==> src/rtl/ascon_fsm_if.sv <==
// Block-level handshake between the ASCON controller, its data source and the host.
interface ascon_fsm_if;
  logic start_i;
  logic data_valid_i;
  logic data_ack_o;
  logic cipher_valid_o;
  logic busy_o;
  logic done_o;

  modport master (
    output start_i, data_valid_i,
    input  data_ack_o, cipher_valid_o, busy_o, done_o
  );

  modport slave (
    input  start_i, data_valid_i,
    output data_ack_o, cipher_valid_o, busy_o, done_o
  );
endinterface

==> src/rtl/ascon_fsm.sv <==
// ASCON-128 AEAD encryption sequencer: one permutation round per clock across
// initialisation, AD absorption, plaintext encryption and finalisation.
module ascon_fsm #(
  parameter int AD_BLOCKS = 1,
  parameter int PT_BLOCKS = 4
) (
  input  logic        clock_i,
  input  logic        resetb_i,
  ascon_fsm_if.slave  bus,
  output logic        select_o,
  output logic        enable_o,
  output logic        xor_data_begin_o,
  output logic        xor_key_begin_o,
  output logic        xor_key_end_o,
  output logic        xor_ext_end_o,
  output logic        enable_cipher_o,
  output logic        enable_tag_o,
  output logic [3:0]  round_o
);
  localparam int BLK_W = 16;
  localparam logic [BLK_W-1:0] AD_LAST = BLK_W'((AD_BLOCKS > 0) ? AD_BLOCKS - 1 : 0);
  localparam logic [BLK_W-1:0] PT_LAST = BLK_W'(PT_BLOCKS - 1);

  typedef enum logic [2:0] {IDLE, INIT, WAIT_AD, AD, WAIT_PT, PT, FINAL, DONE} state_t;

  state_t           state;
  logic [3:0]       rnd;
  logic [BLK_W-1:0] blk;
  logic             cipher_valid;
  logic             accept;
  logic             pt_last;

  assign accept  = bus.data_valid_i && ((state == WAIT_AD) || (state == WAIT_PT));
  assign pt_last = (state == WAIT_PT) && (blk == PT_LAST);

  always_ff @(posedge clock_i or negedge resetb_i) begin
    if (!resetb_i) begin
      state        <= IDLE;
      rnd          <= 4'd0;
      blk          <= '0;
      cipher_valid <= 1'b0;
    end else begin
      cipher_valid <= accept && (state == WAIT_PT);
      case (state)
        IDLE: if (bus.start_i) begin
          state <= INIT;
          rnd   <= 4'd0;
          blk   <= '0;
        end
        INIT: if (rnd == 4'd11) begin
          state <= (AD_BLOCKS == 0) ? WAIT_PT : WAIT_AD;
          rnd   <= 4'd0;
          blk   <= '0;
        end else begin
          rnd <= rnd + 4'd1;
        end
        WAIT_AD: if (bus.data_valid_i) begin
          state <= AD;
          rnd   <= 4'd7;
        end
        AD: if (rnd == 4'd11) begin
          rnd <= 4'd0;
          if (blk == AD_LAST) begin
            state <= WAIT_PT;
            blk   <= '0;
          end else begin
            state <= WAIT_AD;
            blk   <= blk + BLK_W'(1);
          end
        end else begin
          rnd <= rnd + 4'd1;
        end
        // The last PT block is merged with the first finalisation round.
        WAIT_PT: if (bus.data_valid_i) begin
          if (blk == PT_LAST) begin
            state <= FINAL;
            rnd   <= 4'd1;
            blk   <= '0;
          end else begin
            state <= PT;
            rnd   <= 4'd7;
          end
        end
        PT: if (rnd == 4'd11) begin
          state <= WAIT_PT;
          rnd   <= 4'd0;
          blk   <= blk + BLK_W'(1);
        end else begin
          rnd <= rnd + 4'd1;
        end
        FINAL: if (rnd == 4'd11) begin
          state <= DONE;
          rnd   <= 4'd0;
        end else begin
          rnd <= rnd + 4'd1;
        end
        DONE:    state <= IDLE;
        default: state <= IDLE;
      endcase
    end
  end

  // Strobes decode from the state registers; WAIT states add the Mealy accept path.
  always_comb begin
    select_o         = 1'b0;
    enable_o         = 1'b0;
    xor_data_begin_o = 1'b0;
    xor_key_begin_o  = 1'b0;
    xor_key_end_o    = 1'b0;
    xor_ext_end_o    = 1'b0;
    enable_cipher_o  = 1'b0;
    enable_tag_o     = 1'b0;
    round_o          = 4'd0;
    bus.data_ack_o   = 1'b0;
    bus.done_o       = 1'b0;
    bus.busy_o       = (state != IDLE);
    case (state)
      INIT: begin
        enable_o      = 1'b1;
        round_o       = rnd;
        select_o      = (rnd == 4'd0);
        xor_key_end_o = (rnd == 4'd11);
        xor_ext_end_o = (rnd == 4'd11) && (AD_BLOCKS == 0);
      end
      WAIT_AD, WAIT_PT: if (accept) begin
        bus.data_ack_o   = 1'b1;
        xor_data_begin_o = 1'b1;
        enable_o         = 1'b1;
        enable_cipher_o  = (state == WAIT_PT);
        xor_key_begin_o  = pt_last;
        round_o          = pt_last ? 4'd0 : 4'd6;
      end
      AD: begin
        enable_o      = 1'b1;
        round_o       = rnd;
        xor_ext_end_o = (rnd == 4'd11) && (blk == AD_LAST);
      end
      PT: begin
        enable_o = 1'b1;
        round_o  = rnd;
      end
      FINAL: begin
        enable_o      = 1'b1;
        round_o       = rnd;
        xor_key_end_o = (rnd == 4'd11);
        enable_tag_o  = (rnd == 4'd11);
      end
      DONE:    bus.done_o = 1'b1;
      default: ;
    endcase
  end

  assign bus.cipher_valid_o = cipher_valid;
endmodule

==> src/flat_wrapper.sv <==
// flat-port wrapper written by rule: the top's interface ports become plain ports
module ascon_fsm_flat 
#(
  parameter int AD_BLOCKS = 1,
  parameter int PT_BLOCKS = 4
)
  (clock_i, resetb_i, select_o, enable_o, xor_data_begin_o, xor_key_begin_o, xor_key_end_o, xor_ext_end_o, enable_cipher_o, enable_tag_o, round_o, bus_start_i, bus_data_valid_i, bus_data_ack_o, bus_cipher_valid_o, bus_busy_o, bus_done_o);
  ascon_fsm_if bus_i ();
  input  logic clock_i;
  input  logic resetb_i;
  output logic select_o;
  output logic enable_o;
  output logic xor_data_begin_o;
  output logic xor_key_begin_o;
  output logic xor_key_end_o;
  output logic xor_ext_end_o;
  output logic enable_cipher_o;
  output logic enable_tag_o;
  output logic [3:0] round_o;
  input wire logic [$bits(bus_i.start_i)-1:0] bus_start_i;
  input wire logic [$bits(bus_i.data_valid_i)-1:0] bus_data_valid_i;
  output wire logic [$bits(bus_i.data_ack_o)-1:0] bus_data_ack_o;
  output wire logic [$bits(bus_i.cipher_valid_o)-1:0] bus_cipher_valid_o;
  output wire logic [$bits(bus_i.busy_o)-1:0] bus_busy_o;
  output wire logic [$bits(bus_i.done_o)-1:0] bus_done_o;
  assign bus_i.start_i = bus_start_i;
  assign bus_i.data_valid_i = bus_data_valid_i;
  assign bus_data_ack_o = bus_i.data_ack_o;
  assign bus_cipher_valid_o = bus_i.cipher_valid_o;
  assign bus_busy_o = bus_i.busy_o;
  assign bus_done_o = bus_i.done_o;
  ascon_fsm #(.AD_BLOCKS(AD_BLOCKS), .PT_BLOCKS(PT_BLOCKS)) u_core (.clock_i(clock_i), .resetb_i(resetb_i), .bus(bus_i), .select_o(select_o), .enable_o(enable_o), .xor_data_begin_o(xor_data_begin_o), .xor_key_begin_o(xor_key_begin_o), .xor_key_end_o(xor_key_end_o), .xor_ext_end_o(xor_ext_end_o), .enable_cipher_o(enable_cipher_o), .enable_tag_o(enable_tag_o), .round_o(round_o));
endmodule
==> config.mk <==
export PLATFORM = sky130hd
export DESIGN_NAME = ascon_fsm_flat
export DESIGN_NICKNAME = d
export VERILOG_FILES = /design/src/rtl/ascon_fsm_if.sv /design/src/rtl/ascon_fsm.sv /design/src/flat_wrapper.sv
export SDC_FILE = /design/constraint.sdc
export NUM_CORES = 1
export LEC_CHECK = 0
export CORE_MARGIN = 1.5
export CORE_UTILIZATION = 40
export CTS_BUF_LIST = sky130_fd_sc_hd__clkbuf_16
export DETAILED_ROUTE_END_ITERATION = 7
export PLACE_DENSITY_LB_ADDON = 0.08
export RECOVER_POWER = 25
export SLEW_MARGIN = 5
export SYNTH_ARGS = -nofsm -noshare
export SYNTH_HDL_FRONTEND = slang
export SYNTH_SLANG_ARGS = --single-unit
==> constraint.sdc <==
create_clock -name clock_i -period 2.6 [get_ports clock_i]
set_input_delay 0.52 -clock clock_i [delete_from_list [all_inputs] [get_ports clock_i]]
set_output_delay 0.52 -clock clock_i [all_outputs]
set_load 0.05 [all_outputs]
Word-level counts from Yosys, hierarchy flattened
Cells that the tools add are included.
- $add $sub $neg: 2
- equality and inequality tests: 17
- multiplexer cells: 39
- reduce and logical (&&, ||, !) cells: 17
- operators by type and width (operator ; number):
    $mux W16 ; 7
    $pmux W16 S5 ; 1
    $mux W3 ; 10
    $pmux W3 S8 ; 1
    $mux W4 ; 5
    $add A16 B1 Y16 const B ; 1
    $eq A16 B2 Y1 const B ; 1
    $logic_not A16 Y1 ; 1
    $pmux W4 S4 ; 1
    $reduce_and A7 Y1 ; 2
    $eq A3 B3 Y1 const B ; 4
    $mux W1 ; 11
    $ne A2 B1 Y1 const B ; 4
    $ne A2 B2 Y1 const B ; 4
    $pmux W4 S2 ; 1
    $eq A3 B2 Y1 const B ; 2
    $reduce_bool A5 Y1 ; 1
    $add A4 B1 Y4 const B ; 1
    $eq A4 B4 Y1 const B ; 1
    $logic_and A1 B1 Y1 ; 4
    $logic_not A4 Y1 ; 1
    $reduce_and A4 Y1 ; 1
    $reduce_bool A4 Y1 ; 1
    $reduce_or A2 Y1 ; 2
    7 further kinds ; 7
- bits in registers: 24
- bits of input ports: 4
- output and inout bits: 16
- word-level logic and storage cells: 79

Depth between registers and ports, before layout
Gate-level depths: netlist (run 1).
- word-level depth: 5
- mapped depth: 8
- gate-level depth less buffers: 7

Worst setup path after synthesis (run 1)
Ideal clock, no wire load.
- path type: reg2out
- from: register u_core.state[2]
- to: output enable_o
- data arrival time: 2.515 ns
- required time: 2.080 ns
- slack: -0.435 ns
- cell stages (with the launch flop): 5
- path buffers: 1
- cells stage by stage: dfrtp_1 > buf_1 > xnor2_1 > nor3b_1 > nand2b_1
- cells in the longest elaborated chain, start to end: 5
- elaborated cells on any way between the ends: 12
- classes of those cells: eq/ne (6); mux (2); reduce/logical (4)
- RTL lines (item ; RTL line ; source):
    from (decl) ; ascon_fsm.sv:26 ; state_t state;
    from (signal assigned) ; ascon_fsm.sv:51 ; state <= (AD_BLOCKS == 0) ? WAIT_PT : WAIT_AD;
    $eq A3 B2 Y1 / $eq A3 B3 Y1 (equally long branches) ; ascon_fsm.sv:33, ascon_fsm.sv:117 ;
    $logic_or A1 B1 Y1 ; ascon_fsm.sv:33 ; assign accept = bus.data_valid_i && ((state == WAIT_AD) || (state == WAIT_PT));
    $logic_and A1 B1 Y1 ; ascon_fsm.sv:33 ;
    $mux W1 ; ascon_fsm.sv:125 ; WAIT_AD, WAIT_PT: if (accept) begin
    $pmux W1 S2 (*) ; ascon_fsm.sv:117 ; case (state)
    to (decl) ; flat_wrapper.sv:12 ; output logic enable_o;
Every way passes the cells marked *; elsewhere a longest branch is shown, timed or not.

Worst setup path in the final report (run 1)
- from: register u_core.blk[0]
- to: output round_o[1]
- cells in the longest elaborated chain, start to end: 5
- RTL lines (item ; RTL line ; source):
    from (decl) ; ascon_fsm.sv:28 ; logic [BLK_W-1:0] blk;
    from (signal assigned) ; ascon_fsm.sv:68 ; blk <= blk + BLK_W'(1);
    from (signal assigned) ; ascon_fsm.sv:87 ; blk <= blk + BLK_W'(1);
    $eq A16 B2 Y1 ; ascon_fsm.sv:34 ; assign pt_last = (state == WAIT_PT) && (blk == PT_LAST);
    $logic_and A1 B1 Y1 ; ascon_fsm.sv:34 ;
    $mux W3 ; ascon_fsm.sv:131 ; round_o = pt_last ? 4'd0 : 4'd6;
    $mux W4 ; ascon_fsm.sv:125 ;
    $pmux W4 S2 ; ascon_fsm.sv:117 ;
    to (decl) ; flat_wrapper.sv:19 ; output logic [3:0] round_o;
Every way passes these cells.

==> summary.md, run 1 <==
| Metric | Value |
|---|---|
| Die area | `about 5000 um^2` |
| # IOs | `20` |
| Crit path DAT | `1.97 ns` |
| # fillers | `about 410` |
| Number of synthesized register bits | `24` |
| Skew final | `0.00249 ns` |
| Number of global-route vias before repair | `roughly 1700` |
| Max Clk Rate | `approximately 400 MHz` |
| Critical path startpoint category | `register` |
| CP max-delay cell | `dfrtp_1` |
| Post-Syn Instances | `approximately 220` |
| Most common cell in the netlist | `nor2_1` |
| Share of synthesized registers carrying an async set or reset | `100%` |
| CTS Hold Buffers Added | `0` |
| Routability cong. | `0.851` |
| Clock power share | `a little under a fifth` |
| Hold Crit Class | `register to register` |
| Max-slew headroom | `about a tenth` |
| Total core area | `around 4400 um^2` |
| Endpoints failing hold | `0` |
| Ratio of cells with drive above 1 in the final layout | `between 20 and 25%` |
| First-pass GRT wire length | `8490 um` |
| Max Fanout on Critical Path | `8` |
| Sequential area share after synthesis | `roughly 32%` |
| Pwr/cell area | `995 nW/um^2` |
| Hpwl dp | `~3700 um` |
| Post-layout nets | `approximately 250` |
| Outcome | `finished clean` |
| Setup Crit Path Kind | `register to output pin` |
| Register Area | `about 600 um^2` |
| Yosys top cell area share | `32.1%` |
| CP Cell Sequence | `ha_1 -> and2_2 -> a21boi_2 -> nor2_1 -> o22ai_1 -> buf_12` |
| Largest stage delay, worst path | `about 0.46 ns` |
| Endpoints failing setup | `0` |
| Clock buffer depth | `2` |
| Number of flops mapped to enable cells by yosys | `0` |
| Gate power share | `56.9%` |
| Syn Nets | `228` |
| Starting density of the core | `a little over two fifths` |
| Vias | `around 1800` |
| Num Clock Sinks | `24` |
| Vias per cell | `between 6 and 7` |
| Leading area contributor after synthesis | `dfrtp_1` |
| CP Capture Type | `output pin` |
| Initial antenna violation count | `0` |
| DRC Markers | `0` |
| Diodes inserted | `0` |
| Final WL | `5110 um` |
| Post-route ant nets | `0` |
| Finished Cell Area | `approximately 2400 um^2` |
| Max_cap viols | `0` |
| Setup TNS | `0 ns` |
| Initial DRT Pass Iterations | `4` |
| Unrepaired setup endpoints after global routing | `no` |
| H-tree Lvls | `1` |
| Crit share post-route | `a little over nine tenths` |
| CTS Buf Count | `3` |
| Clock tree root buffer cell | `clkbuf_16` |
| Row cnt | `24` |
| Clock latency at the later pin of the worst-skew pair | `between 0.2 and 0.3 ns` |
| Synth area leaders | `dfrtp_1 (32%), nor2_1 (5.4%), nand2_1 (4.4%)` |
| Final Max Slew Viols | `0` |
| Netlist cell types | `between 50 and 60` |
| Min Tclk post-route | `approximately 2.5 ns` |
| Wire per inst | `about 17 um` |
| Total setup buffers inserted after CTS | `0` |
| Internal | `roughly 1.3 mW` |
| Switching Fraction | `45.6%` |
| Final worst slack | `around 0.11 ns` |
| Layout area overhead | `26.9%` |
| GRT Util Overall | `20.7%` |
| Commonest cells post-synth | `nor2_1 (27), dfrtp_1 (24), nand2_1 (22), nand3_1 (13), and3_1 (11)` |
| DIE WIDTH | `71.4 um` |
| CTS tree | `yes` |
| Sw Pwr | `~1.1 mW` |
| Synth warn | `0` |
| Worst-Margin Slew | `1.35 ns` |
| Die Ht | `71.4 um` |
| VDD IR-drop max | `approximately 0.52 mV` |
| Area of the multi-input gates | `~1200 um^2` |
| Largest net degree at the start of global routing | `25` |
| Placed standard-cell area | `roughly 2300 um^2` |
| Cell area after synthesis | `between 1500 and 2000 um^2` |
| Critical path's top delay family | `flip-flops` |
| Initial DRC Count | `around 190` |
| Worst slack at placement | `-0.0135 ns` |
| Main synth FF type | `dfrtp_1` |
| Syn avg cell area | `roughly 8.5 um^2` |
| Clock-pin transition on the worst setup and hold timing paths | `0.07 ns` |
| Global route total overflow | `0` |
| IO buf count | `19` |
| Part of the power in registers | `around 24%` |
| P_leak | `1.03 nW` |
| Buf/Inv on CP | `1` |
| Worst path required time | `about 2.1 ns` |
## cell families after synthesis
group	count (synthesis)	share of synthesized area [%]
simple gates	112	34.4
compound gates	55	23.6
flops	24	32.1
buf+inv	21	5.55
fa+ha+maj	5	3.34
xor+xnor	1	0.468
mux	1	0.535
## registers in the layout (all words and copies together) (netlist names)
signal / flops
u_core.blk: 16
u_core.bus.cipher_valid_o: 1
u_core.rnd: 4
u_core.state: 3
## layout by cell type, fill, tap and decap left out, drive strengths merged, types with 6 or more instances in the layout
master and count:
a21oi 8, a221o 6, and3 11, buf 24, dfrtp 24, inv 10
nand2 22, nand2b 6, nand3 14, nor2 28, o21ai 8
## path summary, 6_finish.rpt
path / to / slack [ns] / cells after the start / start
max in group asynchronous: u_core.state[1] / 0.63 / 2 / resetb_i
min: u_core.rnd[0] / 0.59 / 2 / u_core.rnd[0]
min in group asynchronous: u_core.blk[14] / 1.09 / 2 / resetb_i
min reg2reg: u_core.rnd[0] / 0.59 / 2 / u_core.rnd[0]
max: round_o[1] / 0.11 / 6 / u_core.blk[0]
max reg2reg: u_core.blk[13] / 0.33 / 6 / u_core.rnd[0]
## worst min-delay path, cell delays in order, from the launching register on
cell and delay [ns]:
dfrtp_1 0.41, nand2_1 0.07, o221ai_1 0.07
## layout make-up
| class | count | share of cell area (%) |
|---|---|---|
| clock inverters | 1 | 1.26 |
| clock buffers | 3 | 3.16 |
| multi-input cells | 174 | 50.8 |
| repair buffers | 30 | 15.1 |
| flip-flops and latches | 24 | 25.4 |
| inverters | 10 | 1.58 |
| well taps | 52 | 2.74 |
## routing by layer
layer	global-route usage, %	vias up	wire, um
met5	0	-	0
met1	30.6	898	2400
met3	3.38	6	291
met4	6.29	0	47
li1	-	858	-
met2	30.9	61	2370
## power by group through the flow
stage,registers (mW),logic [mW],clock network [mW]
4_1_cts,0.567,1.33,0.457
3_5_place_dp,0.574,1.32,0
3_3_place_gp,0.569,1.31,0
5_1_grt,0.589,1.44,0.475
2_1_floorplan,0.489,0.954,0
6_report,0.574,1.34,0.446
## timing repair
action | in CTS | in global routing
setup endpoints to repair | 2 | 5
hold endpoints to repair | 0 | 0
gates resized for setup | 2 | 4
## stage by stage
step / hold WS, ns / util [%] / total power, mW / instances
2_1_floorplan: 0.224 / - / 1.44 / 219
3_3_place_gp: 0.529 / 51.1 / 1.87 / 290
3_5_place_dp: 0.555 / 51.1 / 1.89 / 290
4_1_cts: 0.579 / 53.7 / 2.35 / 294
5_1_grt: 0.619 / 53.8 / 2.50 / 294
6_report: 0.594 / 53.8 / 2.36 / 294
No activity file was read; power rests on OpenSTA's default activity.
==> inputs of run 2 (changes only) <==
--- a/config.mk
+++ b/config.mk
@@ -9,6 +9,7 @@
 export CORE_UTILIZATION = 40
 export CTS_BUF_LIST = sky130_fd_sc_hd__clkbuf_16
 export DETAILED_ROUTE_END_ITERATION = 7
+export GPL_TIMING_DRIVEN = 0
 export PLACE_DENSITY_LB_ADDON = 0.08
 export RECOVER_POWER = 25
 export SLEW_MARGIN = 5
==> summary.md, run 2 (same netlist as run 1, synthesis figures left out) <==
| Metric | Value |
|---|---|
| Setup TNS | `0 ns` |
| Global route total overflow | `0` |
| Worst r2r dst | `u_core.blk[4]` |
| Critical path startpoint category | `register` |
| Pwr/cell area | `roughly 1000 nW/um^2` |
| Num Clock Sinks | `24` |
| Initial DRC Count | `between 150 and 200` |
| Largest net degree at the start of global routing | `25` |
| Worst Hold Depth | `1` |
| Register-to-register setup slack | `approximately 0.46 ns` |
| Min Tclk post-route | `approximately 2.5 ns` |
| Vias per cell | `6.05` |
| Initial DRT Pass Iterations | `4` |
| Hpwl dp | `roughly 3400 um` |
| GRT Util Overall | `20.5%` |
| DRC Markers | `0` |
| VDD IR-drop max | `approximately 0.52 mV` |
| Crit share post-route | `between 90 and 100%` |
| Clock buffer depth | `2` |
| Skew final | `0.00583 ns` |
| Most frequent cells in the layout | `nor2_1 (26), dfrtp_1 (24), nand2_1 (22)` |
| Largest registers | `u_core.blk (16), u_core.rnd (4), u_core.state (3)` |
| Unrepaired setup endpoints after global routing | `no` |
| Hold Crit Class | `register to register` |
| CP Capture Type | `output pin` |
| Routability cong. | `0.817` |
| Post-route ant nets | `0` |
| Placed standard-cell area | `~2100 um^2` |
| DIE WIDTH | `around 70 um` |
| Row cnt | `24` |
| Vias | `approximately 1800` |
| Worst R2R Start | `u_core.blk[0]` |
| Hold path endpoint | `u_core.blk[10]` |
| Post-layout nets | `between 200 and 300` |
| Final WL | `4850 um` |
| Worst path required time | `about 2.1 ns` |
| Max Clk Rate | `slightly below 400 MHz` |
| Most common cell after layout, fill and taps aside | `nor2_1` |
| Clock latency at the later pin of the worst-skew pair | `approximately 0.27 ns` |
| Clock-pin transition on the worst setup and hold timing paths | `about 0.07 ns` |
| Final Util | `~51%` |
| Endpoints failing setup | `0` |
| Final Max Slew Viols | `0` |
| IO buf count | `19` |
| Ratio of cells with drive above 1 in the final layout | `19.1%` |
| Die area | `between 5000 and 6000 um^2` |
| Top reg by flops | `u_core.blk` |
| Max Fanout on Critical Path | `4` |
| Die Ht | `just over 70 um` |
| Crit path DAT | `around 2.0 ns` |
| Number of global-route vias before repair | `about 1600` |
| P_leak | `0.995 nW` |
| Max reg flops | `16` |
| Finished Cell Area | `around 2200 um^2` |
| Max-slew headroom | `25.9%` |
| Layout area overhead | `19.3%` |
| First-pass GRT wire length | `8260 um` |
| Max_cap viols | `0` |
| Wire per inst | `16.5 um` |
| # IOs | `20` |
| CTS Buf Count | `3` |
| Clock tree root buffer cell | `clkbuf_16` |
| CTS tree | `yes` |
| H-tree Lvls | `1` |
| Outcome | `finished clean` |
| R2r worst-path depth | `7` |
| Starting density of the core | `42.4%` |
| Setup Crit Path Kind | `register to output pin` |
| Total core area | `~4400 um^2` |
| Endpoints failing hold | `0` |
| Worst-Margin Slew | `~1.1 ns` |
| Initial antenna violation count | `0` |
| Final hold slack | `0.589 ns` |
| Hold Crit Start | `u_core.blk[10]` |
| Diodes inserted | `0` |
## run 2: worst max-delay path by stage
stage | from | to | slack (ns) | cells past startpoint
after floorplan | u_core.state[2] | round_o[1] | 0.06 | 6
after global placement | bus_data_valid_i | round_o[1] | -0.81 | 7
after detailed placement | bus_data_valid_i | round_o[1] | -0.80 | 7
after CTS | u_core.state[0] | round_o[3] | 0.005 | 6
after global routing | u_core.blk[6] | xor_key_begin_o | 0.003 | 5
final | u_core.blk[6] | xor_key_begin_o | 0.05 | 5
## run 2: where the power goes
group,total (mW),internal [mW],switching [mW]
Clock,0.453,0.307,0.146
Sequential,0.496,0.434,0.0616
Combinational,1.25,0.414,0.833
## run 2: timing repair
action	in CTS	in global routing
gates resized for setup	40	14
pin swaps	0	0
hold buffers	0	0
setup buffers	0	0
endpoints found under the setup margin	15	9
## run 2: through the flow
stage	power, mW	cells	setup slack [ns]
5_1_grt	2.34	293	0.00288
2_1_floorplan	1.44	219	0.0606
4_1_cts	2.21	294	0.00530
3_5_place_dp	1.78	290	-0.796
6_report	2.19	293	0.0524
3_3_place_gp	1.79	290	-0.810
## run 2: cell type report
class                   instances  area (um^2)
plain buffers                  10         66.3
inverters                      10         37.5
clock inverters                 1         30.0
flip-flops and latches         24          601
multi-input cells             174         1200
fillers                       425         2180
clock buffers                   3         75.1
well taps                      52         65.1
repair buffers                 19          154
## run 2: layer usage
layer  vias to the layer above  track usage (%)  wire (um)
li1                        855                -          -
met1                       857             33.4       2510
met2                        56             27.9       2070
met3                         4             2.11        222
met4                         0             6.29         40
met5                         -                0          0
## run 2: worst max-delay path, cell delays in order (launching register included)
cell             delay, ns
dfrtp_1               0.44
nor4_2                0.40
and3_1                0.22
nand3_1               0.13
nor4_2                0.18
clkdlybuf4s18_2       0.40
